[src/rtl/nibble_serial_accumulator.sv]
// Serial WIDTH-bit add/subtract built around one 4-bit carry-lookahead slice, one nibble per clock.
// Optional saturation on signed overflow is enabled by defining MAC_ACC_SATURATE_EN.
module nibble_serial_accumulator #(
    parameter int WIDTH = 16
) (
    input  logic             clk,
    input  logic             rst_n,
    input  logic             in_valid,
    output logic             in_ready,
    input  logic [WIDTH-1:0] op_a,
    input  logic [WIDTH-1:0] op_b,
    input  logic             sub,
    input  logic             acc_mode,
    input  logic             clear,
    output logic             out_valid,
    input  logic             out_ready,
    output logic [WIDTH-1:0] sum,
    output logic             cout,
    output logic             ovf,
    output logic [WIDTH-1:0] acc
);

    localparam int NIB = WIDTH / 4;
    localparam int CW  = (NIB > 1) ? $clog2(NIB) : 1;
    localparam logic [CW-1:0] LAST = CW'(NIB - 1);

    typedef enum logic [1:0] {
        IDLE,
        RUN,
        DONE
    } state_t;

    state_t           state_q, state_d;
    logic [CW-1:0]    cnt_q, cnt_d;
    logic [WIDTH-1:0] a_q, a_d;
    logic [WIDTH-1:0] b_q, b_d;
    logic             carry_q, carry_d;
    logic [WIDTH-1:0] res_q, res_d;
    logic             acc_mode_q, acc_mode_d;
    logic [WIDTH-1:0] sum_q, sum_d;
    logic             cout_q, cout_d;
    logic             ovf_q, ovf_d;
    logic [WIDTH-1:0] acc_q, acc_d;
    logic             in_ready_q, in_ready_d;
    logic             out_valid_q, out_valid_d;

    logic [4:0]       slice;
    logic [WIDTH-1:0] full;
    logic             ovf_calc;
    logic [WIDTH-1:0] final_sum;

    // Returns {carry_out, sum[3:0]} using explicit generate/propagate lookahead terms.
    function automatic logic [4:0] cla4(input logic [3:0] a, input logic [3:0] b, input logic c0);
        logic [3:0] p;
        logic [3:0] g;
        logic [4:0] c;
        p    = a ^ b;
        g    = a & b;
        c[0] = c0;
        c[1] = g[0] | (p[0] & c0);
        c[2] = g[1] | (p[1] & g[0]) | (p[1] & p[0] & c0);
        c[3] = g[2] | (p[2] & g[1]) | (p[2] & p[1] & g[0]) | (p[2] & p[1] & p[0] & c0);
        c[4] = g[3] | (p[3] & g[2]) | (p[3] & p[2] & g[1]) | (p[3] & p[2] & p[1] & g[0])
             | (p[3] & p[2] & p[1] & p[0] & c0);
        return {c[4], p ^ c[3:0]};
    endfunction

    always_comb begin
        slice    = cla4(a_q[{cnt_q, 2'b00} +: 4], b_q[{cnt_q, 2'b00} +: 4], carry_q);
        full     = res_q;
        full[{cnt_q, 2'b00} +: 4] = slice[3:0];
        ovf_calc = (a_q[WIDTH-1] == b_q[WIDTH-1]) && (full[WIDTH-1] != a_q[WIDTH-1]);
`ifdef MAC_ACC_SATURATE_EN
        if (ovf_calc) begin
            final_sum = a_q[WIDTH-1] ? {1'b1, {(WIDTH-1){1'b0}}} : {1'b0, {(WIDTH-1){1'b1}}};
        end else begin
            final_sum = full;
        end
`else
        final_sum = full;
`endif
    end

    always_comb begin
        state_d     = state_q;
        cnt_d       = cnt_q;
        a_d         = a_q;
        b_d         = b_q;
        carry_d     = carry_q;
        res_d       = res_q;
        acc_mode_d  = acc_mode_q;
        sum_d       = sum_q;
        cout_d      = cout_q;
        ovf_d       = ovf_q;
        acc_d       = acc_q;
        in_ready_d  = in_ready_q;
        out_valid_d = out_valid_q;

        case (state_q)
            IDLE: begin
                if (clear) begin
                    acc_d = '0;
                end
                // A clear in the accepting cycle must already be visible to an accumulate operand.
                if (in_valid && in_ready_q) begin
                    a_d        = acc_mode ? (clear ? '0 : acc_q) : op_a;
                    b_d        = sub ? ~op_b : op_b;
                    carry_d    = sub;
                    cnt_d      = '0;
                    acc_mode_d = acc_mode;
                    ovf_d      = 1'b0;
                    in_ready_d = 1'b0;
                    state_d    = RUN;
                end else begin
                    in_ready_d = 1'b1;
                end
            end
            RUN: begin
                res_d   = full;
                carry_d = slice[4];
                cnt_d   = cnt_q + 1'b1;
                if (cnt_q == LAST) begin
                    cnt_d       = '0;
                    sum_d       = final_sum;
                    cout_d      = slice[4];
                    ovf_d       = ovf_calc;
                    out_valid_d = 1'b1;
                    state_d     = DONE;
                end
            end
            DONE: begin
                if (out_ready) begin
                    if (acc_mode_q) begin
                        acc_d = sum_q;
                    end
                    out_valid_d = 1'b0;
                    in_ready_d  = 1'b1;
                    state_d     = IDLE;
                end
            end
            default: begin
                state_d = IDLE;
            end
        endcase
    end

    always_ff @(posedge clk or negedge rst_n) begin
        if (!rst_n) begin
            state_q     <= IDLE;
            cnt_q       <= '0;
            a_q         <= '0;
            b_q         <= '0;
            carry_q     <= 1'b0;
            res_q       <= '0;
            acc_mode_q  <= 1'b0;
            sum_q       <= '0;
            cout_q      <= 1'b0;
            ovf_q       <= 1'b0;
            acc_q       <= '0;
            in_ready_q  <= 1'b0;
            out_valid_q <= 1'b0;
        end else begin
            state_q     <= state_d;
            cnt_q       <= cnt_d;
            a_q         <= a_d;
            b_q         <= b_d;
            carry_q     <= carry_d;
            res_q       <= res_d;
            acc_mode_q  <= acc_mode_d;
            sum_q       <= sum_d;
            cout_q      <= cout_d;
            ovf_q       <= ovf_d;
            acc_q       <= acc_d;
            in_ready_q  <= in_ready_d;
            out_valid_q <= out_valid_d;
        end
    end

    assign in_ready  = in_ready_q;
    assign out_valid = out_valid_q;
    assign sum       = sum_q;
    assign cout      = cout_q;
    assign ovf       = ovf_q;
    assign acc       = acc_q;

endmodule

[config.mk]
export PLATFORM = sky130hd
export DESIGN_NAME = nibble_serial_accumulator
export DESIGN_NICKNAME = d
export VERILOG_FILES = /design/src/rtl/nibble_serial_accumulator.sv
export SDC_FILE = /design/constraint.sdc
export NUM_CORES = 1
export LEC_CHECK = 0
export ABC_AREA = 1
export BUFFER_PORTS_ARGS = -buffer_cell sky130_fd_sc_hd__buf_2
export CAP_MARGIN = 20
export CORE_ASPECT_RATIO = 0.7
export CORE_MARGIN = 1.5
export CORE_UTILIZATION = 50
export CTS_BUF_LIST = sky130_fd_sc_hd__clkbuf_8
export CTS_CLUSTER_DIAMETER = 120
export DETAILED_ROUTE_END_ITERATION = 12
export PLACE_DENSITY = 0.75
export SYNTH_ARGS = -nofsm -noshare
export SYNTH_HDL_FRONTEND = slang
export SYNTH_SLANG_ARGS = --single-unit
[constraint.sdc]
create_clock -name clk -period 3.45 [get_ports clk]
set_input_delay 0.345 -clock clk [delete_from_list [all_inputs] [get_ports clk]]
set_output_delay 0.345 -clock clk [all_outputs]
set_load 0.01 [all_outputs]
==> metrics.md, run 1 <==
| Metric | Value |
|---|---|
| Final antenna diode count | 0 |
| CP Launch Type | flip-flop |
| Area growth from synthesis to layout | 13.71% |
| Pin count of the biggest net entering global routing | 47 |
| Depth of the worst register-to-register path | 13 |
| Crit path buffers/inverters | 1 |
| Clock buffers created by TritonCTS | 9 |
| Warnings, synthesis | 0 |
| Max cap viols | 0 |
| Final layout net count | between 600 and 700 |
| Cell variety after synth | 36 |
| Total global routing track utilization | 25.17% |
| Average footprint of a synthesized cell | 8.289 um^2 |
| Via count of the first global-routing pass | 3,819 |
| Max IR drop VDD | 405.2 uV |
| Rel. slew slack | between 40% and 50% |
| Detail Placement HPWL | ~8800 um |
| Crit path max fanout | 14 |
| Most frequent standard cell in the layout excluding fill and tap cells | sky130_fd_sc_hd__nand2_1 |
| Fraction of synthesis flops using an asynchronous set or reset pin | 100.0% |
| Root buffer cell | sky130_fd_sc_hd__clkbuf_8 |
| Fmax | roughly 0.39 GHz |
| Sum of negative setup slack | 0 ns |
| Post-detailed-routing wire length | between 10,000 and 15,000 um |
| Capture instance of the worst register-to-register path | ovf |
| Final cycle utilization of the critical path | roughly 75% |
| Chip Width | about 120 um |
| Path type of the worst setup path | reg2reg |
| TritonCTS sink count | 90 |
| Cell Rows | 29 |
| DRC marker count from the first detailed-route iteration | approximately 360 |
| Global-route wire length before repair | ~19,000 um |
| Flop and latch count out of synthesis | 90 |
| Number of pins with negative max-slew slack in the final report | 0 |
| Time the worst path needs with I/O delays and setup | approximately 2.6 ns |
| Maximum cell stage delay along the critical path | 0.49 ns |
| Wire length per cell | around 16 um |
| Layout filler cell count | roughly 800 |
| Outcome | completed |
| Gpl congestion | 0.8854 |
| Total via count in the routed design | 4,020 |
| Static Leak | 2.538 nW |
| Critical path, cell by cell | inv_1 -> o21ai_0 -> o22ai_1 -> ha_1 -> or2_0 -> nand2_1 -> nand3_1 -> nand2_2 -> nand4_2 -> nand2_1 -> nand2_1 -> nand3_1 -> nand2_1 |
| Measured slew at the worst slew-check pin | slightly below 0.8 ns |
| Pwr per Cell Area | between 900 and 1000 nW/um^2 |
| Reg2Reg Setup Slack | around 0.87 ns |
| Proportion of layout cells with a drive suffix above 1 | 18.07% |
| Setup WS pre-CTS | 0.9573 ns |
| Worst EP arrival | 2.84 ns |
| Number of antenna violations at the first check in global routing | 0 |
| DRT Pass-1 Iters | 4 |
| Detailed-route vias per instance | approximately 5.3 |
| Cell repeated most along the worst path | sky130_fd_sc_hd__nand2_1 |
| Minimum setup slack in the final design | 0.8705 ns |
| Endpoints failing setup | 0 |
| Count of flip-flops with a built-in enable after synthesis | 0 |
| Clock input transition at the sequential cells of the worst setup and hold paths | about 0.09 ns |
| Floorplan die height | 83.97 um |
| Required time at the endpoint of the critical path | 3.71 ns |
| Class of the worst hold path | in2reg |
| Final Skew | slightly above 0.009 ns |
| Starting utilization of the core area | around 52% |
| Total congestion overflow after global routing | 0 |
| Top-level I/O count | 75 |
| Cell family with most CP delay | simple AND/OR/NAND/NOR gates |
| ANT nets after route | 0 |
| Crit path launch | cnt_q[1] |
| Syn nets | approximately 620 |
| Count of buffers from port buffering | 74 |
| Slowest cell on the critical path | sky130_fd_sc_hd__dfrtp_1 |
| Skew-Pair Late Insertion Delay | 0.37 ns |
| Core area | just over 9000 um^2 |
| Startpoint of the worst-slack reg-to-reg timing path | cnt_q[1] |
| Most used flip-flop cell after synthesis | sky130_fd_sc_hd__dfrtp_1 |
| RSZ-0062 raised after global routing | no |
| Netlist Area Pre-Place | 4683 um^2 |
| Sequential fraction of the synthesis area | roughly half |
| CTS H-Tree Depth | 3 |
| Final hold vios | 0 |
| Most frequent cells in the layout | 127 x sky130_fd_sc_hd__nand2_1, 90 x sky130_fd_sc_hd__dfrtp_1, 82 x sky130_fd_sc_hd__o21ai_0, 73 x sky130_fd_sc_hd__buf_2, 64 x sky130_fd_sc_hd__inv_1 |
| TritonCTS clock tree | built |
| Number of logic stages on the critical path including buffering | 13 |
| DRC violation count after routing | 0 |
| CP Capture Point | ovf |
| Number of instances in the synthesized netlist | between 500 and 600 |
| Full die area | approximately 10000 um^2 |
| Post-cts repair resize count | 0 |
| Kind of end point of the critical path | flip-flop |
| Deepest clock path buffer count | 2 |
-- per-stage QoR --
stage	power (mW)	hold slack, ns	utilization [%]	cells	instance area, um^2
floorplan	3.434	0.04941	-	565	4683
global placement	3.970	0.2974	55.93	738	5074
detailed placement	4.040	0.2976	55.93	738	5074
CTS	4.926	0.1744	58.70	755	5325
global route	5.328	0.2065	58.70	755	5325
finish	4.938	0.1877	58.70	755	5325
-- synth_stat cells, types with 3 or more instances --
cell                       number  area, um^2
sky130_fd_sc_hd__buf_2         14       70.07
sky130_fd_sc_hd__nand2_2        3       18.77
sky130_fd_sc_hd__o21ai_2        4       35.03
sky130_fd_sc_hd__nand2_1      127       476.7
sky130_fd_sc_hd__o21ai_0       82       410.4
sky130_fd_sc_hd__clkbuf_1       6       22.52
sky130_fd_sc_hd__xnor2_1       15       131.4
sky130_fd_sc_hd__nor2_1        47       176.4
sky130_fd_sc_hd__o22ai_1       17       106.4
sky130_fd_sc_hd__o211ai_1      20       150.1
sky130_fd_sc_hd__nand3_1        8       40.04
sky130_fd_sc_hd__o21ai_1       22       110.1
sky130_fd_sc_hd__buf_4          7       52.55
sky130_fd_sc_hd__dfrtp_1       90        2252
sky130_fd_sc_hd__xor2_1         3       26.28
sky130_fd_sc_hd__inv_1         63       236.5
sky130_fd_sc_hd__ha_1          10       125.1
sky130_fd_sc_hd__inv_2          3       11.26
-- what timing repair did --
item,4_1_cts,5_1_grt
hold buffers,1,0
endpoints found under the hold margin,28,0
buffers inserted,0,0
-- registers in the layout, indices dropped and copies added, names as in the netlist --
signal      count
a_q            16
acc            16
acc_mode_q      1
b_q            16
carry_q         1
cnt_q           2
cout            1
in_ready        1
out_valid       1
ovf             1
res_q          16
state_q         2
sum            16
-- report_power, final --
group          internal, mW  switching, mW  total [mW]
clock network         0.481          0.389       0.870
logic                 0.792           1.57        2.37
registers              1.43          0.271        1.70
total                  2.70           2.23        4.94
-- layout make-up --
type / count / area (um^2) / share of cell area, %
clock buffer: 9 / 123.9 / 2.326
clock inverter: 7 / 117.6 / 2.209
inverter: 68 / 257.7 / 4.840
multi-input combinational: 378 / 2006 / 37.66
sequential: 90 / 2252 / 42.29
tap: 124 / 155.1 / 2.914
timing repair buffer: 79 / 412.9 / 7.754
-- worst min-delay path by stage --
stage	slack, ns	from	depth (start not counted)	endpoint
2_1_floorplan	0.05	rst_n	0	a_q[0]
3_3_place_gp	0.30	rst_n	1	sum[9]
3_5_place_dp	0.30	rst_n	1	sum[9]
4_1_cts	0.17	out_ready	2	state_q[1]
5_1_grt	0.21	out_ready	2	state_q[1]
6_report	0.19	out_ready	2	state_q[1]
-- logic make-up (layout without fill, tap and decap cells) --
| family | count (synthesis) | count (layout) | synth area share (%) |
|---|---|---|---|
| buf+inv | 97 | 163 | 9.084 |
| xor+xnor | 18 | 18 | 3.366 |
| flops | 90 | 90 | 48.09 |
| compound gates | 153 | 153 | 18.86 |
| simple gates | 196 | 196 | 17.50 |
| fa+ha+maj | 11 | 11 | 3.099 |
-- metal layers --
metal / global-route usage, % / vias up / share of wire, % / wire length [um]
li1: - / 1956 / - / -
met1: 37.72 / 1892 / 48 / 5723
met2: 36.26 / 158 / 44 / 5202
met3: 5.669 / 14 / 7.0 / 841
met4: 7.777 / 0 / 1.4 / 165
met5: 0 / - / 0 / 0
(Power assumes the default switching activity.)
==> run 2: changes to the inputs <==
- PLACE_DENSITY: 0.75 -> 0.78
- clock period: 3.45 -> 2.1 ns (I/O delays scaled with it)
==> metrics.md, run 2 (same netlist as run 1, synthesis figures left out) <==
| Metric | Value |
|---|---|
| Outcome | finished, violations left |
| Failing checks | setup timing |
| Final layout net count | approximately 690 |
| Detailed-route vias per instance | approximately 5.5 |
| Number of placed cells counting well taps | between 700 and 800 |
| Max IR drop VDD | between 800 and 900 uV |
| Class of the worst hold path | in2reg |
| Global-route wire length before repair | roughly 20,000 um |
| DRT Pass-1 Iters | 5 |
| Reg2Reg Setup Slack | -0.26 ns |
| Number of pins with negative max-slew slack in the final report | 0 |
| Number of antenna violations at the first check in global routing | 0 |
| Clock buffers created by TritonCTS | 9 |
| Endpoints failing setup | 29 |
| Startpoint of the worst-slack reg-to-reg timing path | cnt_q[0] |
| Path type of the worst setup path | reg2reg |
| Via count of the first global-routing pass | between 4,000 and 5,000 |
| FF/Latch Area | 2253 um^2 |
| Max cap viols | 0 |
| Static Leak | 2.659 nW |
| Total via count in the routed design | about 4,300 |
| Core area | 9071 um^2 |
| Gpl congestion | 0.9067 |
| Final antenna diode count | 0 |
| Measured slew at the worst slew-check pin | 0.5145 ns |
| Chip Width | around 120 um |
| DRC violation count after routing | 0 |
| Deepest clock path buffer count | 2 |
| Area growth from synthesis to layout | 20.09% |
| Cell Rows | 29 |
| DRC marker count from the first detailed-route iteration | roughly 280 |
| CP Launch Type | flip-flop |
| Final hold vios | 0 |
| Capture instance of the worst register-to-register path | sum[11] |
| Root buffer cell | sky130_fd_sc_hd__clkbuf_8 |
| Count of buffers from port buffering | 74 |
| Floorplan die height | around 84 um |
| Final cycle utilization of the critical path | 112.5% |
| CP Capture Point | sum[11] |
| Most frequent cells in the layout | 122 x sky130_fd_sc_hd__nand2_1, 89 x sky130_fd_sc_hd__dfrtp_1, 73 x sky130_fd_sc_hd__buf_2, 66 x sky130_fd_sc_hd__o21ai_0, 62 x sky130_fd_sc_hd__inv_1 |
| Setup WS pre-CTS | -0.1620 ns |
| Multi-input gate area in the final layout | ~2200 um^2 |
| Final std cells w/o fill | slightly below 800 |
| CTS H-Tree Depth | 3 |
| Time the worst path needs with I/O delays and setup | 2.362 ns |
| Most frequent standard cell in the layout excluding fill and tap cells | sky130_fd_sc_hd__nand2_1 |
| Crit path max fanout | 12 |
| TritonCTS sink count | 90 |
| Clock input transition at the sequential cells of the worst setup and hold paths | 0.10 ns |
| Skew-Pair Late Insertion Delay | approximately 0.37 ns |
| RSZ-0062 raised after global routing | yes |
| ANT nets after route | 0 |
| Wire length per cell | 16.54 um |
| Top-level I/O count | 75 |
| Rel. slew slack | between 60 and 70% |
| Crit path launch | cnt_q[0] |
| Minimum setup slack in the final design | -0.2621 ns |
| Layout filler cell count | 758 |
| Proportion of layout cells with a drive suffix above 1 | between 20% and 30% |
| Depth of the worst register-to-register path | 12 |
| Required time at the endpoint of the critical path | 2.41 ns |
| Total global routing track utilization | between 20% and 30% |
| Detail Placement HPWL | roughly 8600 um |
| Full die area | approximately 10000 um^2 |
| Worst EP arrival | 2.67 ns |
| Pwr per Cell Area | ~1700 nW/um^2 |
| Post-detailed-routing wire length | 12,750 um |
| Total congestion overflow after global routing | 0 |
| Fmax | about 0.42 GHz |
| TritonCTS clock tree | built |
| Starting utilization of the core area | 51.63% |
| Final Skew | 0.01265 ns |
| Pin count of the biggest net entering global routing | 54 |
| Kind of end point of the critical path | flip-flop |
## run 2: cell count changes in the layout (fill, tap and decap cells not counted), sizes merged
cell | previous run | this run
bufinv | 3 | 1
buf | 78 | 94
clkinv | 1 | 4
clkinvlp | 2 | 1
## run 2: final cells by class
class                      instances  area share (%)
clock buffer                       9           2.202
clock inverter                     7           1.224
inverter                          68           4.627
multi-input combinational        378           39.22
sequential                        90           40.07
tap                              124           2.759
timing repair buffer              95           9.900
## run 2: worst min-delay path by stage
stage                     cells past startpoint      start    endpoint  slack, ns
after floorplan                               0      rst_n      a_q[0]      -0.09
after global placement                        1      rst_n      sum[2]       0.21
after detailed placement                      1      rst_n    res_q[3]       0.22
after CTS                                     2  out_ready  state_q[1]       0.07
after global routing                          3   op_a[10]     a_q[10]       0.09
final                                         2  out_ready  state_q[1]       0.07
## run 2: stage by stage
step	total power [mW]	hold slack, ns	util [%]	setup TNS, ns	area (um^2)
after floorplan	5.686	-0.08559	-	-0.005267	4703
after global placement	6.842	0.2103	57.14	-1.011	5184
after detailed placement	6.945	0.2173	57.14	-2.431	5184
after CTS	8.681	0.06903	60.98	-1.460	5532
after global routing	9.842	0.09233	62.00	-6.524	5624
final	9.318	0.07434	62.00	-3.487	5624
## run 2: timing repair
| action | in CTS | in global routing |
|---|---|---|
| endpoints found under the hold margin | 37 | 0 |
| resized for setup | 32 | 28 |
| endpoints found under the setup margin | 31 | 35 |
| hold buffers | 1 | 0 |
| setup buffers | 2 | 1 |
| pin swaps | 15 | 8 |
## run 2: layer usage
| metal | track usage [%] | vias up | part of all wire, % |
|---|---|---|---|
| met3 | 4.918 | 26 | 7.4 |
| met5 | 0 | - | 0 |
| met2 | 39.80 | 193 | 45 |
| met1 | 37.69 | 2065 | 45 |
| li1 | - | 1993 | - |
| met4 | 7.448 | 0 | 2.0 |
## run 2: critical path, stage by stage, from the launching register on
cell	delay (ns)
sky130_fd_sc_hd__dfrtp_2	0.47
sky130_fd_sc_hd__buf_8	0.17
sky130_fd_sc_hd__nor2_2	0.15
sky130_fd_sc_hd__o22ai_1	0.11
sky130_fd_sc_hd__ha_1	0.34
sky130_fd_sc_hd__or2_1	0.25
sky130_fd_sc_hd__nand2_2	0.11
sky130_fd_sc_hd__nand3_2	0.10
sky130_fd_sc_hd__nand2_4	0.11
sky130_fd_sc_hd__inv_2	0.06
sky130_fd_sc_hd__o31ai_4	0.27
sky130_fd_sc_hd__nand2_1	0.11
sky130_fd_sc_hd__nand2_1	0.07
## run 2: power breakdown
group,switching (mW),internal [mW]
Combinational,3.23,2.09
Clock,0.649,0.549
Sequential,0.450,2.35
Total,4.33,4.99
==> run 3: changes to the inputs <==
- ABC_AREA: 1 -> default
- clock period: 2.1 -> 1.9 ns (I/O delays scaled with it)
==> metrics.md, run 3 <==
| Metric | Value |
|---|---|
| Skew-Pair Late Insertion Delay | between 0.3 and 0.4 ns |
| Clock input transition at the sequential cells of the worst setup and hold paths | approximately 0.090 ns |
| Via count of the first global-routing pass | about 3,600 |
| Static Leak | around 2.6 nW |
| Full die area | about 9200 um^2 |
| Layout filler cell count | between 600 and 700 |
| Max cap viols | 0 |
| Synth Area in Simple Gates | 14.22% |
| Rel. slew slack | 61.28% |
| Crit path max fanout | 3 |
| Global routing usage on met3 | 7.245% |
| Outcome | finished, violations left |
| Synth Area in XOR/XNOR | ~3.9% |
| Cell variety after synth | 36 |
| Detail Placement HPWL | about 8200 um |
| Final layout net count | 568 |
| Final antenna diode count | 0 |
| Crit path launch | cnt_q[0] |
| Floorplan die height | roughly 81 um |
| Deepest clock path buffer count | 2 |
| Endpoints failing setup | 35 |
| Most frequent cells after synthesis | 90 x sky130_fd_sc_hd__dfrtp_1, 43 x sky130_fd_sc_hd__nand2_1, 30 x sky130_fd_sc_hd__nor2_1, 30 x sky130_fd_sc_hd__o21ai_0, 28 x sky130_fd_sc_hd__a22o_1 |
| Pwr per Cell Area | between 2000 and 2500 nW/um^2 |
| Pin count of the biggest net entering global routing | 42 |
| Minimum setup slack in the final design | -0.7129 ns |
| Most used flip-flop cell after synthesis | sky130_fd_sc_hd__dfrtp_1 |
| Warnings, synthesis | 0 |
| DRT Pass-1 Iters | 5 |
| Global-route layer with the greatest usage | met2 |
| Sequential fraction of design power | a little over a quarter |
| Area fraction in compound gates after synthesis | between 10% and 20% |
| CP Launch Type | flip-flop |
| Class of the worst hold path | in2reg |
| Flop and latch count out of synthesis | 90 |
| Clock buffers created by TritonCTS | 9 |
| Time the worst path needs with I/O delays and setup | 2.613 ns |
| Final cycle utilization of the critical path | 137.5% |
| Wire length per cell | roughly 19 um |
| Dominant combinational cell family by area after synthesis | compound AO/OA/AOI/OAI gates |
| Area growth from synthesis to layout | 29.16% |
| Number of pins with negative max-slew slack in the final report | 0 |
| Tightest hold margin | between 0.08 and 0.09 ns |
| DRC marker count from the first detailed-route iteration | ~440 |
| Setup WS pre-CTS | -0.7689 ns |
| Startpoint of the worst-slack reg-to-reg timing path | cnt_q[0] |
| End-of-flow core utilization | about two thirds |
| ANT nets after route | 0 |
| Final hold vios | 0 |
| Core area | about 8400 um^2 |
| Sequential fraction of the synthesis area | 52.23% |
| Met1 GRT Util | between 30% and 40% |
| Measured slew at the worst slew-check pin | 0.5794 ns |
| Switching Fraction | between 40% and 50% |
| Detailed-route vias per instance | 5.876 |
| TritonCTS sink count | 90 |
| Gpl congestion | ~0.86 |
| Cell with the most instances after synthesis | sky130_fd_sc_hd__dfrtp_1 |
| Post-layout power | 11.81 mW |
| Total global routing track utilization | ~28% |
| Biggest area contributors in the synthesized netlist | sky130_fd_sc_hd__dfrtp_1 52%, sky130_fd_sc_hd__a22o_1 5.7%, sky130_fd_sc_hd__mux4_2 4.2% |
| Worst EP arrival | 2.86 ns |
| Cell-internal power | ~6.7 mW |
| Top-level I/O count | 75 |
| Top-area cell type share of the netlist area | around 52% |
| Global-route wire length before repair | approximately 19,000 um |
| Number of instances in the synthesized netlist | 410 |
| Max IR drop VDD | between 1500 and 2000 uV |
| Number of antenna violations at the first check in global routing | 0 |
| Kind of end point of the critical path | flip-flop |
| Required time at the endpoint of the critical path | between 2 and 2.5 ns |
| Combinational Power Share | between 60% and 70% |
| Post-detailed-routing wire length | 11,710 um |
| Adder and majority gate portion of the synthesized area | 3.366% |
| TritonCTS clock tree | built |
| Fraction of met2 tracks used by global routing | between 40% and 50% |
| DRC violation count after routing | 0 |
| Total via count in the routed design | 3,684 |
| Part of the power in the clock network | roughly 10% |
| Switching power summed over all nets | ~5.1 mW |
| Cell Rows | 28 |
| Post-synthesis mux area share | 4.179% |
| Count of flip-flops with a built-in enable after synthesis | 0 |
| Netlist Area Pre-Place | ~4300 um^2 |
| Path type of the worst setup path | reg2reg |
| Final Skew | 0.01410 ns |
| Biggest area consumer among synthesized cells | sky130_fd_sc_hd__dfrtp_1 |
| RSZ-0062 raised after global routing | yes |
| Chip Width | roughly 110 um |
| Starting utilization of the core area | between 50% and 60% |
| CTS H-Tree Depth | 3 |
| Count of buffers from port buffering | 74 |
| Most frequent standard cell in the layout excluding fill and tap cells | sky130_fd_sc_hd__dfrtp_1 |
| Fraction of synthesis flops using an asynchronous set or reset pin | 100.0% |
| Fmax | about 0.38 GHz |
| Syn nets | 460 |
| Total congestion overflow after global routing | 0 |
| Hold path start | op_a[6] |
| Root buffer cell | sky130_fd_sc_hd__clkbuf_8 |
| Most frequent cells in the layout | 89 x sky130_fd_sc_hd__dfrtp_1, 73 x sky130_fd_sc_hd__buf_2, 43 x sky130_fd_sc_hd__nand2_1, 42 x sky130_fd_sc_hd__buf_4, 29 x sky130_fd_sc_hd__nor2_1 |
| Average footprint of a synthesized cell | approximately 11 um^2 |
| Failing checks | setup timing |
| Proportion of layout cells with a drive suffix above 1 | 35.06% |
## run 3: cell types whose count changed after synthesis, moves of 17 or more
| cell | change |
|---|---|
| sky130_fd_sc_hd__o21ai_0 | -52 |
| sky130_fd_sc_hd__clkbuf_1 | +19 |
| sky130_fd_sc_hd__inv_1 | -53 |
| sky130_fd_sc_hd__o22ai_1 | -17 |
| sky130_fd_sc_hd__o211ai_1 | -20 |
| sky130_fd_sc_hd__a21oi_1 | +19 |
| sky130_fd_sc_hd__nor2_1 | -17 |
| sky130_fd_sc_hd__a22o_1 | +28 |
| sky130_fd_sc_hd__nand2_1 | -84 |
## run 3: power groups by stage
stage | Sequential, mW | Clock [mW] | Combinational [mW]
global placement | 3.25 | 0 | 5.47
finish | 3.21 | 1.17 | 7.42
floorplan | 3.10 | 0 | 3.53
global route | 3.28 | 1.25 | 7.95
CTS | 3.18 | 1.18 | 6.88
detailed placement | 3.24 | 0 | 5.66
## run 3: timing repair
item | CTS | global route
endpoints found under the hold margin | 39 | 0
hold buffers | 1 | 0
buffers inserted | 9 | 1
pin swaps | 9 | 2
endpoints found under the setup margin | 35 | 35
resized for setup | 31 | 6
## run 3: area by class of cell
cell class	count	area, um^2	area share (%)
multi-input combinational	281	2163	38.85
clock inverter	6	42.54	0.7639
sequential	90	2253	40.46
inverter	12	47.55	0.8537
tap	105	131.4	2.359
timing repair buffer	124	807.0	14.49
clock buffer	9	123.9	2.224
## run 3: critical path, stage by stage, from the launching register on
cell and delay (ns):
sky130_fd_sc_hd__dfrtp_2 0.40, sky130_fd_sc_hd__buf_4 0.13, sky130_fd_sc_hd__mux4_2 0.55, sky130_fd_sc_hd__ha_4 0.28, sky130_fd_sc_hd__a211oi_4 0.31, sky130_fd_sc_hd__o21ai_2 0.12, sky130_fd_sc_hd__xnor2_2 0.30, sky130_fd_sc_hd__a2111oi_2 0.12
sky130_fd_sc_hd__a311o_1 0.29
## run 3: logic make-up after synthesis
family,Yosys count
flip-flops,90
buffers and inverters,39
multiplexers,8
AND/OR/NAND/NOR,123
XOR/XNOR,19
AO/OA/AOI/OAI,120
adder cells (fa/ha/maj),11
## run 3: per-stage QoR
step | std cells | area, um^2 | setup TNS, ns
3_5_place_dp | 601 | 5144 | -14.17
6_report | 627 | 5569 | -18.23
2_1_floorplan | 410 | 4418 | -8.777
5_1_grt | 627 | 5569 | -20.64
3_3_place_gp | 601 | 5144 | -12.14
4_1_cts | 626 | 5528 | -15.98
## run 3: path summary, 6_finish.rpt
check	end	slack, ns	depth (start not counted)
setup / recovery	ovf	-0.71	8
hold / removal	a_q[6]	0.08	3
setup reg to reg	ovf	-0.71	8
hold reg to reg	b_q[7]	0.49	2
max in group asynchronous	res_q[5]	0.94	3
min in group asynchronous	a_q[2]	0.32	2
## run 3: per-layer routing
layer  vias to the layer above  routed length (um)
met5                         -                   0
met4                         0                 144
met3                        15                 935
met2                       150                5397
met1                      1838                5236
li1                       1681                   -
